File: config.mk
export PLATFORM = sky130hd
export DESIGN_NAME = wo_reg_ctrl
export DESIGN_NICKNAME = d
export VERILOG_FILES = /design/src/rtl/wo_reg_pkg.sv /design/src/rtl/wo_reg_shadow.sv /design/src/rtl/wo_reg_ctrl.sv
export SDC_FILE = /design/constraint.sdc
export NUM_CORES = 1
export LEC_CHECK = 0
export BUFFER_PORTS_ARGS = -buffer_cell sky130_fd_sc_hd__buf_4
export CORE_UTILIZATION = 38
export CTS_BUF_LIST = sky130_fd_sc_hd__clkbuf_4 sky130_fd_sc_hd__clkbuf_8
export DETAILED_ROUTE_END_ITERATION = 16
export GPL_TIMING_DRIVEN = 0
export PLACE_DENSITY = 0.77
export SLEW_MARGIN = 0
export SYNTH_ARGS = -nofsm -noshare
export SYNTH_HDL_FRONTEND = slang
export SYNTH_SLANG_ARGS = --single-unit
File: constraint.sdc
create_clock -name clk -period 1 [get_ports clk]
set_input_delay 0 -clock clk [delete_from_list [all_inputs] [get_ports clk]]
set_output_delay 0 -clock clk [all_outputs]
set_load 0.01 [all_outputs]
File: src/rtl/wo_reg_pkg.sv
`default_nettype none
// ============================================================================
// Module   : wo_reg_pkg
// Brief    : Shared types and byte-merge helpers for the write-side control register
// Revision : 1.0 - initial release
// ============================================================================
package wo_reg_pkg;

  // Helpers operate on a fixed maximum width; callers zero-extend and truncate
  localparam int c_MAX_WIDTH = 256;
  localparam int c_STRB_MAX  = c_MAX_WIDTH / 8;

  typedef enum logic [0:0] {
    ST_IDLE    = 1'b0,
    ST_PENDING = 1'b1
  } wo_state_e;

  function automatic logic [c_MAX_WIDTH-1:0] strb_to_mask(input logic [c_STRB_MAX-1:0] strb);
    logic [c_MAX_WIDTH-1:0] mask;
    mask = '0;
    for (int i = 0; i < c_STRB_MAX; i++) begin
      mask[8*i +: 8] = {8{strb[i]}};
    end
    return mask;
  endfunction

  function automatic logic [c_MAX_WIDTH-1:0] byte_merge(
    input logic [c_MAX_WIDTH-1:0] old_val,
    input logic [c_MAX_WIDTH-1:0] data,
    input logic [c_STRB_MAX-1:0]  strb
  );
    logic [c_MAX_WIDTH-1:0] mask;
    mask = strb_to_mask(strb);
    return (old_val & ~mask) | (data & mask);
  endfunction

endpackage
`default_nettype wire

File: src/rtl/wo_reg_shadow.sv
`default_nettype none
// ============================================================================
// Module   : wo_reg_shadow
// Brief    : Shadow staging register and IDLE/PENDING FSM producing commit value
// Revision : 1.0 - initial release
// ============================================================================
module wo_reg_shadow
  import wo_reg_pkg::*;
#(
  parameter int                    DATA_WIDTH  = 16,
  parameter logic [DATA_WIDTH-1:0] RESET_VALUE = '0,
  parameter logic [DATA_WIDTH-1:0] PULSE_MASK  = '0
) (
  input  logic                    clk,
  input  logic                    rstn,
  input  logic                    accept,
  input  logic                    commit_in,
  input  logic [DATA_WIDTH-1:0]   wr_data,
  input  logic [DATA_WIDTH/8-1:0] wr_strb,
  output logic                    commit,
  output logic [DATA_WIDTH-1:0]   commit_value,
  output logic                    pending
);

  wo_state_e             r_state;
  wo_state_e             w_state_nxt;
  logic [DATA_WIDTH-1:0] r_shadow;
  logic [DATA_WIDTH-1:0] w_shadow_nxt;
  logic [DATA_WIDTH-1:0] w_merged;

  always_ff @(posedge clk or negedge rstn) begin
    if (!rstn) begin
      r_state  <= ST_IDLE;
      r_shadow <= RESET_VALUE;
    end else begin
      r_state  <= w_state_nxt;
      r_shadow <= w_shadow_nxt;
    end
  end

  always_comb begin
    w_state_nxt  = r_state;
    commit       = 1'b0;
    w_merged     = r_shadow;
    if (accept) begin
      w_merged = DATA_WIDTH'(byte_merge(c_MAX_WIDTH'(r_shadow), c_MAX_WIDTH'(wr_data),
                                        c_STRB_MAX'(wr_strb)));
    end
    w_shadow_nxt = w_merged;

    case (r_state)
      ST_IDLE: begin
        if (accept && commit_in) begin
          commit = 1'b1;
        end else if (accept) begin
          w_state_nxt = ST_PENDING;
        end
      end
      ST_PENDING: begin
        if (commit_in) begin
          commit      = 1'b1;
          w_state_nxt = ST_IDLE;
        end
      end
      default: w_state_nxt = ST_IDLE;
    endcase

    // Pulse bits must not re-fire on a later commit of an unrelated field
    if (commit) begin
      w_shadow_nxt = (w_merged & ~PULSE_MASK) | (RESET_VALUE & PULSE_MASK);
    end
  end

  assign commit_value = w_merged;
  assign pending      = (r_state == ST_PENDING);

endmodule
`default_nettype wire

File: src/rtl/wo_reg_ctrl.sv
`default_nettype none
// ============================================================================
// Module   : wo_reg_ctrl
// Brief    : Bus-writable control register with byte strobes, pulse bits, shadow
// Revision : 1.0 - initial release
// ============================================================================
module wo_reg_ctrl
  import wo_reg_pkg::*;
#(
  parameter int                    DATA_WIDTH  = 16,
  parameter logic [DATA_WIDTH-1:0] RESET_VALUE = '0,
  parameter logic [DATA_WIDTH-1:0] PULSE_MASK  = '0,
  parameter bit                    SHADOWED    = 1'b0
) (
  input  logic                    clk,
  input  logic                    rstn,
  input  logic                    wr_valid,
  output logic                    wr_ready,
  input  logic [DATA_WIDTH-1:0]   wr_data,
  input  logic [DATA_WIDTH/8-1:0] wr_strb,
  input  logic                    commit_in,
  output logic [DATA_WIDTH-1:0]   value_out,
  output logic                    updated_out,
  output logic                    pending_out
);

  logic                  r_ready;
  logic                  r_updated;
  logic [DATA_WIDTH-1:0] r_value;
  logic                  w_accept;
  logic                  w_load;
  logic [DATA_WIDTH-1:0] w_load_val;
  logic [DATA_WIDTH-1:0] w_base;
  logic                  w_pending;

  assign w_accept = wr_valid && r_ready;

  // Value the register falls back to this cycle: pulse bits revert to reset
  assign w_base = (r_value & ~PULSE_MASK) | (RESET_VALUE & PULSE_MASK);

  generate
    if (SHADOWED) begin : g_shadow
      wo_reg_shadow #(
        .DATA_WIDTH  (DATA_WIDTH),
        .RESET_VALUE (RESET_VALUE),
        .PULSE_MASK  (PULSE_MASK)
      ) u_shadow (
        .clk          (clk),
        .rstn         (rstn),
        .accept       (w_accept),
        .commit_in    (commit_in),
        .wr_data      (wr_data),
        .wr_strb      (wr_strb),
        .commit       (w_load),
        .commit_value (w_load_val),
        .pending      (w_pending)
      );
    end else begin : g_direct
      logic w_unused_commit;
      assign w_unused_commit = commit_in;
      assign w_load          = w_accept;
      assign w_load_val      = DATA_WIDTH'(byte_merge(c_MAX_WIDTH'(w_base), c_MAX_WIDTH'(wr_data),
                                                      c_STRB_MAX'(wr_strb)));
      assign w_pending       = 1'b0;
    end
  endgenerate

  always_ff @(posedge clk or negedge rstn) begin
    if (!rstn) begin
      r_ready   <= 1'b0;
      r_updated <= 1'b0;
      r_value   <= RESET_VALUE;
    end else begin
      r_ready   <= 1'b1;
      r_updated <= w_load;
      r_value   <= w_load ? w_load_val : w_base;
    end
  end

  assign wr_ready    = r_ready;
  assign value_out   = r_value;
  assign updated_out = r_updated;
  assign pending_out = w_pending;

endmodule
`default_nettype wire

Word-level counts from Yosys, hierarchy flattened
Index checks and enable logic that the tools add are counted.

word-level totals
  bits of input ports = 22
  latch bits = 0
  memories = 0
  memory bits (read-only) = 0
  RAM bits = 0
  bits in registers = 18

cells by class
  shift-type cells = 0
  add/subtract/negate cells = 0
  equal/unequal tests = 0
  reduce and logical (&&, ||, !) cells = 1
  divide/modulo/power cells = 0
  $mul = 0
  multiplexer cells = 1
  $lt $le $gt $ge = 0
  bitwise operators = 4

operators by type and width
  operator           number
  $and 16x16->16     2
  $mux 16            1
  $not 16->16        1
  $or 16x16->16      1
  $logic_and 1x1->1  1

Logic depth before layout (Yosys ltp)
  word-level depth = 4
  mapped depth = 2
  depth with buffers taken out = 2

Worst setup path before layout
No wires, ideal clock.

  path type = reg2reg
  start point = register r_ready, in the netlist wr_ready
  end point = register (tool-made name)
  cell stages (with the launch flop) = 3
  clock period less this slack = 1.048 ns
  data arrival time = 0.924 ns
  path slack = -0.048 ns
  path buffers = 0
  cell sequence = dfrtp_1 -> nand3_2 -> mux2_2

RTL lines
  what                    RTL line           text
  from (decl)             wo_reg_ctrl.sv:27  logic r_ready;
  from (signal assigned)  wo_reg_ctrl.sv:70  r_ready <= 1'b0;
  from (signal assigned)  wo_reg_ctrl.sv:74  r_ready <= 1'b1;

==> results by group <==
Floorplanning
  • Core Rows: 14
  • Core Area: 1580 um2
  • Die area: slightly below 2000 um2
  • Die Wd: approximately 44 um
  • Die Ht: roughly 44 um
  • I/O pins: between 40 and 50
  • Starting Density: 0.427

Synth
  • Mux share of post-synthesis cell area: 0.268
  • Register bit total from synthesis: 18
  • Post-Syn Area per Cell: between 15 and 20 um2
  • Leading post-synthesis cells by cell area: dfrtp_1, mux2_2, nand3_2
  • Post-Synth Simple-Gate Area: 0.0409
  • Synth Area in Adders: 0
  • YS warnings: 0
  • Commonest cells in the netlist: dfrtp_1, mux2_2, conb_1, nand3_2
  • Post-Synthesis Cells: 40
  • Post-Synthesis Cell Area: roughly 670 um2
  • FFs w/ async S/R, synth: 1.00
  • Synth Area in Compound Gates: 0
  • Synth top area share: 0.669
  • Ys flop type: dfrtp_1
  • Post-synth top area cell: dfrtp_1
  • Mapped Nets: 62
  • Most frequent cell after synthesis: dfrtp_1
  • XOR/XNOR Fraction of Synth Area: 0
  • Sequential fraction of the synthesis area: 0.669
  • Distinct cell type count after synthesis: 6
  • Largest family of logic cells by synthesized area: multiplexers
  • Post-synth EDFFs: 0

Finish
  • Share of cells above drive strength 1: 0.630
  • Ant diodes: 0
  • Post-route design area: between 1000 and 1500 um2
  • Fillers: roughly 110
  • Layout area overhead: 82.2%
  • Final net count: roughly 120
  • Core Util, Final: 0.778

Power and ir drop
  • Leakage power: between 0.6 and 0.7 nW
  • Clock power frac: 0.227
  • Pwr dens: about 1600 nW/um2
  • Seq pwr share: 0.480
  • NetSw: 0.000482 W
  • Gate power share: 0.293
  • Switching share of power: 0.251
  • Peak VDD IR: around 1.3 mV
  • Int Power: 0.00144 W

CTS
  • Clock Tree Buf Depth: 2
  • Worst-path clk slew: around 0.10 ns
  • Later-pin clock latency in the skew report: 0.28 ns
  • Postcts setup bufs: 0
  • Clock root buffer: clkbuf_4
  • Num Clock Sinks: 18
  • CTS tree: yes
  • Num CTS Buffers: 3
  • H-tree depth: 1

Critical path
  • Crit Path Max Fanout: 8
  • Top delay family on crit path: flip-flops
  • Critical setup path kind: reg -> reg
  • Critical path buffers and inverters: 0
  • R2R Path Start: wr_ready
  • Worst setup path startpoint: wr_ready
  • Nature of the critical path startpoint: register
  • Critical-path cell list: nand3_4 -> mux2_2
  • Crit path capture type: register
  • CP required: roughly 1.2 ns
  • Max stage delay cell, worst path: dfrtp_2
  • Critical Path AT: between 1 and 1.5 ns
  • Critical Path Max Stage Delay: ~0.47 ns

Outcome
  • Failing checks: setup timing
  • Outcome: finished with violations

Timing
  • RSZ-0062 raised after global routing: true
  • Hold slack: roughly 0.12 ns
  • Final Hold Fails: 0
  • Setup WS post-layout: -0.0671 ns
  • Fmax: approximately 940 MHz
  • Final setup violation count: 16
  • Clock skew: ~0.0012 ns
  • Final setup TNS: -0.807 ns
  • Slew Viols, Final: 0
  • Clock period minus worst slack: between 1 and 1.5 ns
  • Tcrit/Tclk final: 1.07

Placement
  • Gpl congestion: 0.654
  • Port bufs: 38
  • Worst slack, placed: -0.0500 ns
  • Placement-stage cell area: ~1000 um2

Run
  • Max-cap violations: 0

Global route
  • Largest net degree at the start of global routing: 19
  • Antenna violations before repair: 0
  • Number of global-route vias before repair: between 500 and 600
  • Grt ovf: 0
  • Gr usage total: 0.180
  • First-pass GRT wire length: roughly 2500 um

Detailed routing
  • Drt pass-1 iters: 6
  • 1st-iter DRT viols: 3
  • Vias/cell: between 4 and 5
  • Vias: 538
  • DRC: 0
  • Average wire per standard cell: between 10 and 15 um
  • DRT Wirelength: approximately 1500 um
  • Final antenna-violating net count: 0

Worst hold path
  • HP Class: in -> async
## routing by layer
layer	up-vias	part of all wire	track usage
met5	-	0	0
met4	0	0.013	0.109
met3	2	0.031	0.0245
met2	15	0.59	0.344
met1	265	0.36	0.179
li1	256	-	-
## timing repair
| item | CTS | global route |
|---|---|---|
| endpoints found under the hold margin | 35 | 0 |
| resized for setup | 2 | 2 |
| setup endpoints to repair | 16 | 16 |
| hold buffers | 18 | 0 |
| gates cloned | 0 | 0 |
## power by group through the flow
| stage | clock network [W] | logic (W) | registers, W |
|---|---|---|---|
| after floorplan | 0 | 0.000129 | 0.000991 |
| after global placement | 0 | 0.000478 | 0.000927 |
| after detailed placement | 0 | 0.000491 | 0.000933 |
| after CTS | 0.000457 | 0.000558 | 0.000918 |
| after global routing | 0.000481 | 0.000601 | 0.000938 |
| final | 0.000436 | 0.000564 | 0.000922 |
## area by class of cell
class,instances,area [um2],area share
plain buffers,1,7.51,0.00612
well taps,16,20.0,0.0163
clock buffers,4,36.3,0.0296
multi-input cells,21,245,0.200
flip-flops and latches,18,452,0.368
repair buffers,56,465,0.380
## cells by family after synthesis
logic type	after synthesis
DFF	18
muxes	16
and+or+nand+nor	3
other	2
buffers and inverters	1
## cells in the final DEF (no fill, tap or decap), drive strengths merged
cell	synthesis	final
mux2	16	16
dfrtp	18	18
conb	2	2
buf	1	39
and2	1	1
clkbuf	0	4
nand3	2	2
dlygate4sd3	0	18
## metrics by stage
step | power [W] | cells
2_1_floorplan | 0.00112 | 40
3_3_place_gp | 0.00140 | 94
3_5_place_dp | 0.00142 | 94
4_1_cts | 0.00193 | 116
5_1_grt | 0.00202 | 116
6_report | 0.00192 | 116
## final timing paths
path / slack, ns / to / depth (start not counted)
worst max-delay path: -0.07 / register / 2
worst min-delay path: 0.12 / async pin / 2
worst max register to register: -0.07 / register / 2
worst min register to register: 0.51 / register / 1
max in group asynchronous: 0.68 / wr_ready / 2
min in group clk: 0.16 / register / 3
Power figures use the tool's default switching activity.
